===== src/rtl/prog_loader_pkg.sv =====
// Shared types and defaults for the byte-stream program loader.
package prog_loader_pkg;

   localparam logic [7:0]   SYNC_BYTE_DEF = 8'hA5;
   localparam int unsigned  MAX_WORDS_DEF = 2048;
   localparam int unsigned  BYTE_W        = 8;
   localparam int unsigned  WORD_W        = 16;

   typedef enum logic [3:0] {
      IDLE,
      LEN_LO,
      LEN_HI,
      DATA_LO,
      DATA_HI,
      WRITE,
      CHECK,
      DONE,
      ERR
   } state_t;

endpackage


===== src/rtl/prog_loader.sv =====
// Receives a framed byte stream (sync, length, 16-bit words, XOR checksum) and
// writes each word into the core's instruction memory, releasing the core on success.
module prog_loader
   import prog_loader_pkg::*;
#(
   parameter logic [7:0]  SYNC_BYTE = SYNC_BYTE_DEF,
   parameter int unsigned MAX_WORDS = MAX_WORDS_DEF
) (
   input  logic              clk,
   input  logic              rstz,
   input  logic [BYTE_W-1:0] rx_data,
   input  logic              rx_valid,
   output logic              rx_ready,
   output logic [WORD_W-1:0] pg_instr,
   output logic              pg,
   output logic [WORD_W-1:0] pg_addr,
   output logic              core_rstz,
   output logic              busy,
   output logic              err
);

   state_t              state, state_next;
   logic [WORD_W-1:0]   len, len_next;
   logic [WORD_W-1:0]   word_cnt, cnt_next;
   logic [BYTE_W-1:0]   csum, csum_next;
   logic [WORD_W-1:0]   instr_next, addr_next;
   logic [WORD_W-1:0]   len_full;
   logic                accept;

   assign accept   = rx_valid & rx_ready;
   assign len_full = {rx_data, len[BYTE_W-1:0]};

   // State and datapath registers; status outputs are decoded from the next state
   always_ff @(posedge clk or negedge rstz) begin
      if (!rstz) begin
         state     <= IDLE;
         len       <= '0;
         word_cnt  <= '0;
         csum      <= '0;
         pg_instr  <= '0;
         pg_addr   <= '0;
         pg        <= 1'b0;
         rx_ready  <= 1'b1;
         core_rstz <= 1'b0;
         busy      <= 1'b0;
         err       <= 1'b0;
      end else begin
         state     <= state_next;
         len       <= len_next;
         word_cnt  <= cnt_next;
         csum      <= csum_next;
         pg_instr  <= instr_next;
         pg_addr   <= addr_next;
         pg        <= (state_next == WRITE);
         rx_ready  <= (state_next != WRITE);
         core_rstz <= (state_next == DONE);
         busy      <= (state_next inside {LEN_LO, LEN_HI, DATA_LO, DATA_HI, WRITE, CHECK});
         err       <= (state_next == ERR);
      end
   end

   // Next-state and datapath update
   always_comb begin
      state_next = state;
      len_next   = len;
      cnt_next   = word_cnt;
      csum_next  = csum;
      instr_next = pg_instr;
      addr_next  = pg_addr;
      case (state)
         IDLE, DONE, ERR: begin
            if (accept && (rx_data == SYNC_BYTE)) begin
               state_next = LEN_LO;
               len_next   = '0;
               cnt_next   = '0;
               csum_next  = '0;
               addr_next  = '0;
            end
         end
         LEN_LO: begin
            if (accept) begin
               len_next   = {len[WORD_W-1:BYTE_W], rx_data};
               csum_next  = csum ^ rx_data;
               state_next = LEN_HI;
            end
         end
         LEN_HI: begin
            if (accept) begin
               len_next  = len_full;
               csum_next = csum ^ rx_data;
               if (32'(len_full) > MAX_WORDS)  state_next = ERR;
               else if (len_full == '0)        state_next = CHECK;
               else                            state_next = DATA_LO;
            end
         end
         DATA_LO: begin
            if (accept) begin
               instr_next = {pg_instr[WORD_W-1:BYTE_W], rx_data};
               csum_next  = csum ^ rx_data;
               state_next = DATA_HI;
            end
         end
         DATA_HI: begin
            if (accept) begin
               instr_next = {rx_data, pg_instr[BYTE_W-1:0]};
               csum_next  = csum ^ rx_data;
               state_next = WRITE;
            end
         end
         WRITE: begin
            addr_next  = pg_addr + WORD_W'(2);
            cnt_next   = word_cnt + WORD_W'(1);
            state_next = (cnt_next == len) ? CHECK : DATA_LO;
         end
         CHECK: begin
            if (accept) state_next = (rx_data == csum) ? DONE : ERR;
         end
         default: state_next = IDLE;
      endcase
   end

endmodule


===== config.mk =====
export PLATFORM = sky130hd
export DESIGN_NAME = prog_loader
export DESIGN_NICKNAME = d
export VERILOG_FILES = /design/src/rtl/prog_loader_pkg.sv /design/src/rtl/prog_loader.sv
export SDC_FILE = /design/constraint.sdc
export NUM_CORES = 1
export LEC_CHECK = 0
export CAP_MARGIN = 15
export CORE_MARGIN = 2
export CORE_UTILIZATION = 25
export DETAILED_ROUTE_END_ITERATION = 10
export PLACE_DENSITY = 0.51
export RECOVER_POWER = 50
export SETUP_SLACK_MARGIN = 0.3
export SLEW_MARGIN = 20
export SYNTH_ARGS = -nofsm -noshare
export SYNTH_HDL_FRONTEND = slang
export SYNTH_SLANG_ARGS = --single-unit

===== constraint.sdc =====
create_clock -name clk -period 4.12 [get_ports clk]
set_clock_uncertainty 0.2 [all_clocks]
set_input_delay 1.03 -clock clk [delete_from_list [all_inputs] [get_ports clk]]
set_output_delay 1.03 -clock clk [all_outputs]
set_load 0.01 [all_outputs]

## Yosys cells after proc, flatten, opt, wreduce, memory -nomap -nowiden

Cells that the tools add are included.

| cells by class | value |
|---|---|
| add/subtract/negate cells | 2 |
| multiply operators | 0 |
| divide/modulo/power cells | 0 |
| order comparisons | 1 |
| equality and inequality tests | 24 |
| shift-type cells | 0 |
| mux-type cells | 21 |
| bitwise operators | 6 |
| reductions and logical operators | 16 |

Operator list:

| cell | count |
|---|---|
| $pmux W16 S2 | 3 |
| $pmux W16 S3 | 1 |
| $eq A4 B3 Y1 const B | 8 |
| $mux W16 | 2 |
| $mux W4 | 8 |
| $pmux W4 S7 | 1 |
| $mux W8 | 3 |
| $add A16 B1 Y16 const B | 1 |
| $add A16 B2 Y16 const B | 1 |
| $eq A16 B16 Y1 | 1 |
| $eq A4 B2 Y1 const B | 4 |
| $gt A16 B12 Y1 const B | 1 |
| $logic_not A16 Y1 | 1 |
| $pmux W8 S2 | 1 |
| $reduce_and A3 Y1 | 3 |
| $eq A4 B1 Y1 const B | 2 |
| $eq A4 B4 Y1 const B | 2 |
| $eq A8 B8 Y1 | 1 |
| $eq A8 B8 Y1 const B | 1 |
| $reduce_and A4 Y1 | 2 |
| $reduce_bool A2 Y1 | 4 |
| $xor A8 B8 Y8 | 1 |
| $mux W3 | 2 |
| $ne A2 B2 Y1 const B | 3 |
| other kinds (10) | 13 |

| word-level totals | value |
|---|---|
| register bits after elaboration | 81 |
| latch bits | 0 |
| RAM bits | 0 |
| ROM bits | 0 |
| bits of input ports | 11 |
| output and inout bits | 37 |
| logic and storage cells | 83 |
| memories kept | 0 |

## Depth between registers and ports, before layout

Gate-level depths: netlist (run 1).

| logic depth | value |
|---|---|
| depth in word-level cells | 7 |
| gate-level depth with buffers | 8 |
| mapped depth without buffers | 7 |

## Worst setup path before layout (run 1)

No wires, ideal clock.

| path | value |
|---|---|
| kind | input port to flip-flop |
| start point | input rx_data[4] |
| end point | register busy |
| library setup time | 0.073 ns |
| arrival | 2.478 ns |
| data required time | 3.847 ns |
| slack | 1.369 ns |
| stages on the path | 6 |
| path buffers | 1 |
| cell sequence | buf_4 > or4_4 > nor4_2 > nor3_1 > o32a_2 > a21oi_2 |

| on the way | value |
|---|---|
| word-level cells in the longest chain between the ends | 7 |
| elaborated cells between the ends (all ways) | 19 |
| classes of those cells | order compare: 1; eq/ne: 8; mux: 7; reduce/logical: 3 |

Ends and longest elaborated chain:

| item | line | source |
|---|---|---|
| start: declaration | prog_loader.sv:11 | `input logic [BYTE_W-1:0] rx_data,` |
| branches (longest 4 deep; another with $gt A16 B12 Y1) | n/a |  |
| $pmux W4 S7 * | prog_loader.sv:70 | `case (state)` |
| $eq A4 B1 Y1 (tied with other cells) | prog_loader.sv:57 | `busy <= (state_next inside {LEN_LO, LEN_HI, DATA_LO, DATA_HI, WRITE, CHECK});` |
| $reduce_bool A6 Y1 * | prog_loader.sv:57 |  |
| end signal: assignment | prog_loader.sv:57 |  |
| end: declaration | prog_loader.sv:18 | `output logic busy,` |

Every way passes the cells marked *.
A chain may end at the register's enable or synchronous reset.

## Worst setup path after layout (run 1)

| path | value |
|---|---|
| start point | input rx_data[1] |
| end point | register word_cnt[3] |

| on the way | value |
|---|---|
| word-level cells in the longest chain between the ends | 4 |

Ends and longest elaborated chain:

| item | line | source |
|---|---|---|
| $eq A8 B8 Y1 | prog_loader.sv:72 | `if (accept && (rx_data == SYNC_BYTE)) begin` |
| $logic_and A1 B1 Y1 | prog_loader.sv:72 |  |
| $ne A2 B2 Y1 (no source line) | n/a |  |
| $reduce_and A2 Y1 (no source line) | n/a |  |
| end signal: assignment | prog_loader.sv:50 | `word_cnt <= cnt_next;` |
| end: declaration | prog_loader.sv:24 | `logic [WORD_W-1:0] word_cnt, cnt_next;` |

Every way passes these cells.

==> flow_summary.toml, run 1 <==
[run_status]
outcome = "complete, but fails checks"
violations = "max-capacitance violations, max-slew violations"

[sta]
setup_ws_ns = 1.007
setup_viol = 0
tightest_slew_ns = 2.024
hold_viol_final = 0
final_max_slew_viol_count = 81
fin_crit_ns = 3.113
fmax_mhz = 321.2
fin_tns_setup_ns = 0
period_share_pct = 75.57
rsz0062_at_grt = "false"
relSlewSlack_pct = -34.94

[detailed_routing]
wl_mm = 11.43
drt_iter0_markers = 263
routed-via-count = 3642
routedWlPerCell_um = 15.32
drc_errors = 0
via_per_inst = 4.882
detail_route.first_pass.iterations = 5
ant_nets = 0

[logic_synthesis]
yosys.area_share.simple_pct = 22.87
synthMuxAreaShare_pct = 4.703
syn_inst = 481
synthArstFlopShare_pct = 100.0
synth-compound-area-share_pct = 16.10
synth_nets = 494
yosysSeqAreaShare_pct = 44.82
ys.flop_type = "dfrtp_1"
yosys_warnings = 0
synth_area_um2 = 4469
synth.distinct_cells = 56
ys_seq_elements = 80
synthAdderAreaFrac_pct = 0.5599
synth-edff-count = 0
yosys.area_share.xor_xnor_pct = 5.879
post-synth-top-area-fraction_pct = 44.23
synthTopCellsByArea = "dfrtp_1, o21ai_0, nand2_1"
avgSynthCellArea_um2 = 9.292
synth_area_leader_cell = "dfrtp_1"
synth_top_family_by_area = "simple AND/OR/NAND/NOR gates"

[cts]
cts_setup_buffers = 0
cts.sinks = 80
cts.path.max_buffers = 2
cts_resized = 0
clk_pin_slew_ns = 0.06
numCtsBuffers = 9
holdBufCountCts = 0
cts_tree = "yes"
clockRootBuffer = "clkbuf_16"
htreeDepth = 3
clk_latency_ns = 0.34

[place]
pre_cts_ws_ns = 0.6883
gp_congestion = 0.7850
port_buffers = 46
dp_hpwl_mm = 8.198

[critical_path]
slowest_delay_ns = 0.62
worstSetupPathType = "primary input to flop"
worstReg2RegEnd = "state[2]"
worstPathRequired_ns = 4.14
reg2reg_slack_ns = 1.18
start_kind = "primary input"
critPathArrivalTime_ns = 3.13
crit_chain = "clkdlybuf4s50_1 -> and4b_1 -> nand4_1 -> nor2_1 -> buf_4 -> nor2_1 -> buf_4 -> o21ai_0 -> o31ai_1"
worstSetupEndpointType = "flop"
crit_fanout = 23
critPathTopFamily = "buffers and inverters"
critical_path_buf_inv_count = 3
timing.rr.start = "word_cnt[0]"
slowest_stage = "clkdlybuf4s50_1"
r2r_cells = 7

[global_routing]
grt_pass1_wl_mm = 18.84
antenna_found_initial = 0
grt_pass1_vias = 3565
grt_overflow = 0
grt_max_degree = 81
track_usage_pct = 12.91

[die]
die-area_um2 = 18960
placementRows = 48
start_util_pct = 25.66
die_y_um = 137.7
core_area_um2 = 17420
floorplan.io_pins = 48
die_w_um = 137.7

[final_layout]
layout-drive-gt1-share_pct = 11.13
syn_to_final_growth_pct = 19.90
fin_nets = 530
fillers = 1861
num_antenna_cells = 0

[power]
powerDensity_nw_per_um2 = 638.6
irDropWorstVdd_v = 0.0002556
leakage_uw = 0.002207

[run]
maxCapViolations = 1

[worst_hold_path]
min_from = "pg_addr[15]"
hold_path_class = "flop to flop"
holdPathStages = 1
min_to = "pg_addr[15]"
==> how the worst max path moves through the flow <==
stage | end | depth (start not counted) | slack (ns) | startpoint
finish | word_cnt[3] | 9 | 1.01 | rx_data[1]
detailed placement | word_cnt[15] | 9 | 0.69 | rx_data[1]
global route | word_cnt[4] | 9 | 0.77 | rx_data[1]
global placement | word_cnt[15] | 9 | 0.69 | rx_data[1]
floorplan | busy | 6 | 1.37 | rx_data[4]
CTS | busy | 6 | 1.05 | rx_data[6]
==> power breakdown <==
| group | leakage [uW] | internal, uW | switching [uW] |
|---|---|---|---|
| registers | 0.000969 | 1080 | 357 |
| logic | 0.00110 | 596 | 598 |
| clock network | 0.000139 | 466 | 329 |
==> cells in the mapped netlist (6+ instances only) <==
master / number
mux2_2: 16
a21oi_1: 6
clkbuf_1: 11
nand2_1: 63
nand3_1: 19
nor3_1: 11
and3_1: 8
dfrtp_1: 79
a31oi_1: 8
o31ai_1: 9
buf_2: 8
nor3b_1: 8
o21ai_0: 70
nor2_1: 35
nand4_1: 12
xnor2_1: 14
xor2_1: 16
a21o_1: 9
==> registers in the layout, indices dropped and copies added, names as in the netlist <==
signal     count
len           16
pg_instr      16
word_cnt      16
pg_addr       15
csum           8
state          4
busy           1
core_rstz      1
err            1
pg             1
rx_ready       1
==> worst register-to-register path, stage by stage, from the launching register on <==
cell and delay, ns:
dfrtp_1 0.45, ha_1 0.34, nand3_1 0.30, nor4_2 0.48, xnor2_1 0.17, o211ai_1 0.11
nor4_1 0.59, a21bo_2 0.24
==> kinds of logic after synthesis <==
kind of cell,count (synthesis)
compound gates,119
xor+xnor,30
fa+ha+maj,2
buf+inv,35
flops,80
mux,19
other cells,1
simple gates,195
==> layout make-up <==
cell class	count	area (um^2)	share of cell area, %
clock buffers	10	229.0	4.273
repair buffers	56	530.5	9.900
flip-flops and latches	80	2003	37.38
inverters	4	15.01	0.2802
clock inverters	5	56.30	1.051
well taps	225	281.5	5.253
multi-input cells	366	2243	41.86
==> per-stage QoR <==
step / utilization, % / hold WS [ns] / cell area (um^2) / total power [uW] / instances
floorplan: - / 0.2656 / 4469 / 2209 / 481
global placement: 29.15 / 0.2611 / 5076 / 2643 / 731
detailed placement: 29.15 / 0.2867 / 5076 / 2669 / 731
CTS: 30.78 / 0.2890 / 5361 / 3480 / 746
global route: 30.77 / 0.3044 / 5359 / 3690 / 746
finish: 30.77 / 0.2856 / 5359 / 3422 / 746
==> layout by cell type, fill, tap and decap left out, drive strengths merged, types with 2 or more instances in the layout <==
master         instances
buf                   10
nor2b                  3
nand4                 13
o2bb2ai                2
a21o                   9
nand2                 63
and2                   5
dfrtp                 79
xor2                  16
clkdlybuf4s50         27
mux2                  16
ha                     2
o211ai                 3
o31ai                  9
clkbuf                11
nand2b                 2
mux2i                  3
nor3                  14
or2                    2
nand3                 19
nor2                  36
nand3b                 3
a31oi                  8
nor3b                  8
and3                   8
clkinv                 2
and4b                  2
nor4                   8
xnor2                 14
dlygate4sd3           18
inv                    5
a21oi                  7
o21ai                 70
and4                   2
a32o                   2
nor4b                  4
==> routing by layer <==
metal | share of wire, % | wire [um] | track usage [%] | up-vias
li1 | - | - | - | 1795
met1 | 45 | 5180 | 16.56 | 1770
met2 | 49 | 5588 | 21.50 | 68
met3 | 4.8 | 545 | 2.612 | 9
met4 | 1.0 | 114 | 4.762 | 0
met5 | 0 | 0 | 0 | -
Note: power is estimated with default switching activity, not from simulation.
==> run 2, diff against run 1 <==
PLACE_DENSITY = 0.52   (was 0.51)
clock period = 2.7 ns   (was 4.12 ns; I/O delays follow)
==> run 2 against run 1 <==
  * The flow now finishes without violations
  * Core utilization increased by 2.8 points
  * First-iteration DRC count grew 41%
  * Sequential share of layout area down 3.0 points
  * Power up 63%
  * Cell area increased by 9.1%
  * Hold slack barely moved
  * Clock power rose by 56%
  * Die area did not move
  * Non-clock buffer count grew 38
  * Largest cell class unchanged
  * Highest routed layer unchanged
==> flow_summary.toml, run 2 (synthesis gave the netlist of run 1 again) <==
[final_layout]
fin_nets = 568
layout-drive-gt1-share_pct = 21.61
final_cell_mix = "dfrtp_1, o21ai_0, nand2_1"
multi_input_area_um2 = 2399
num_antenna_cells = 0
register_area_um2 = 2011
syn_to_final_growth_pct = 30.80
fillers = 1816
mostFrequentLayoutCell = "dfrtp_1"
final_design_area_no_fill_um2 = 5846
reg_top3 = "len: 16 flops, pg_instr: 16 flops, word_cnt: 16 flops"
fin_util_pct = 33.56

[power]
leakage_uw = 0.002445
powerDensity_nw_per_um2 = 953.8
p_switching_uw = 2098
irDropWorstVdd_v = 0.0003482
combPwrFrac_pct = 38.6
internal_power_uw = 3477
p_clk_share_pct = 22.3
seqPwrFrac_pct = 39.1
swShare_pct = 37.63

[die]
die-area_um2 = 18960
floorplan.io_pins = 48
die_w_um = 137.7
core_area_um2 = 17420
start_util_pct = 25.66
die_y_um = 137.7
placementRows = 48

[sta]
fmax_mhz = 432.1
fin_crit_ns = 2.314
hold_viol_final = 0
final_max_slew_viol_count = 0
tightest_slew_ns = 1.119
period_share_pct = 85.71
rsz0062_at_grt = "false"
setup_viol = 0
relSlewSlack_pct = 25.39

[detailed_routing]
via_per_inst = 4.850
wl_met1_mm = 5.577
ant_nets = 0
met3_length_um = 536
detail_route.first_pass.iterations = 4
routed-via-count = 3807
route.met2.wl_mm = 5.948
routedWlPerCell_um = 15.57
wl_mm = 12.22
drt_iter0_markers = 372
top_layer = "met4"
drc_errors = 0

[run]
maxCapViolations = 0

[critical_path]
worstSetupPathType = "primary input to flop"
critPathArrivalTime_ns = 2.34
start_kind = "primary input"
worstPathRequired_ns = 2.73
worstSetupEndpointType = "flop"
r2r_cells = 7
crit_fanout = 8

[place]
gp_congestion = 0.8045
dpl_cell_area_um2 = 5364
dp_hpwl_mm = 8.601
port_buffers = 46

[cts]
htreeDepth = 3
cts_tree = "yes"
clk_latency_ns = 0.34
clockRootBuffer = "clkbuf_16"
cts.sinks = 80
cts.path.max_buffers = 2
numCtsBuffers = 9
clk_pin_slew_ns = 0.06
holdBufCountCts = 0

[run_status]
outcome = "complete, no violations"

[global_routing]
antenna_found_initial = 0
grt_pass1_vias = 3833
grt_overflow = 0
grt_max_degree = 81
grt_pass1_wl_mm = 20.24
track_usage_pct = 13.68

[worst_hold_path]
hold_path_class = "flop to flop"
holdPathStages = 1
run 2: cell count changes in the layout (fill, tap and decap cells not counted), moves of 3 or more:
cell / previous run / this run
buf_4: 10 / 42
nor2_2: 1 / 4
dlygate4sd3_1: 18 / 0
dfrtp_2: 0 / 6
nor2_1: 35 / 31
dlygate4sd2_1: 0 / 4
clkdlybuf4s50_1: 27 / 35
nor4_1: 5 / 2
dlymetal6s2s_1: 0 / 6
nor3_1: 11 / 8
nor4_4: 0 / 4
dfrtp_1: 79 / 73
run 2: final timing paths:
| path | slack, ns | startpoint | endpoint |
|---|---|---|---|
| setup / recovery | 0.39 | rx_data[6] | busy |
| hold / removal | 0.29 | pg_addr[15] | pg_addr[15] |
| setup reg to reg | 0.43 | word_cnt[6] | state[0] |
| hold reg to reg | 0.29 | pg_addr[15] | pg_addr[15] |
| max in group asynchronous | 1.04 | rstz | word_cnt[1] |
| min in group asynchronous | 0.49 | rstz | csum[7] |
run 2: cell type report:
class                           count  area share [%]
Tap cell                          225           4.816
Inverter                            4          0.2568
Sequential cell                    80           34.40
Timing Repair Buffer               94           14.38
Multi-Input combinational cell    366           41.03
Clock buffer                       11           4.152
Clock inverter                      5          0.9632
run 2: critical path, cell delays in order:
cell           delay, ns
dlygate4sd2_1       0.32
or4_4               0.63
nor3_4              0.17
a211oi_2            0.09
nor3_2              0.24
o32a_4              0.19
a21oi_2             0.03
run 2: power by group through the flow:
| stage | Clock, uW | Combinational [uW] | Sequential (uW) |
|---|---|---|---|
| 2_1_floorplan | 0 | 1310 | 2060 |
| 3_3_place_gp | 0 | 2000 | 2140 |
| 3_5_place_dp | 0 | 2040 | 2160 |
| 4_1_cts | 1280 | 2130 | 2160 |
| 5_1_grt | 1340 | 2390 | 2260 |
| 6_report | 1240 | 2150 | 2180 |
run 2: metal layers:
layer	global-route usage, %	up-vias
met5	0	-
met4	4.082	0
met3	3.311	10
met2	22.17	77
met1	18.10	1853
li1	-	1867
run 2: metrics by stage:
step	worst slack [ns]	total power, uW	setup TNS (ns)	instances	hold slack, ns
global placement	-0.3128	4137	-5.076	766	0.2587
floorplan	0.3044	3371	0	481	0.1794
detailed placement	-0.3403	4200	-7.269	766	0.2758
CTS	0.2200	5573	0	783	0.1779
finish	0.3858	5576	0	785	0.2858
global route	0.2925	5989	0	785	0.3047
run 2: repair_timing:
action | 4_1_cts | 5_1_grt
resized for setup | 24 | 27
buffers inserted | 1 | 2
pin swaps | 8 | 13
cloned | 0 | 0
endpoints found under the setup margin | 43 | 43
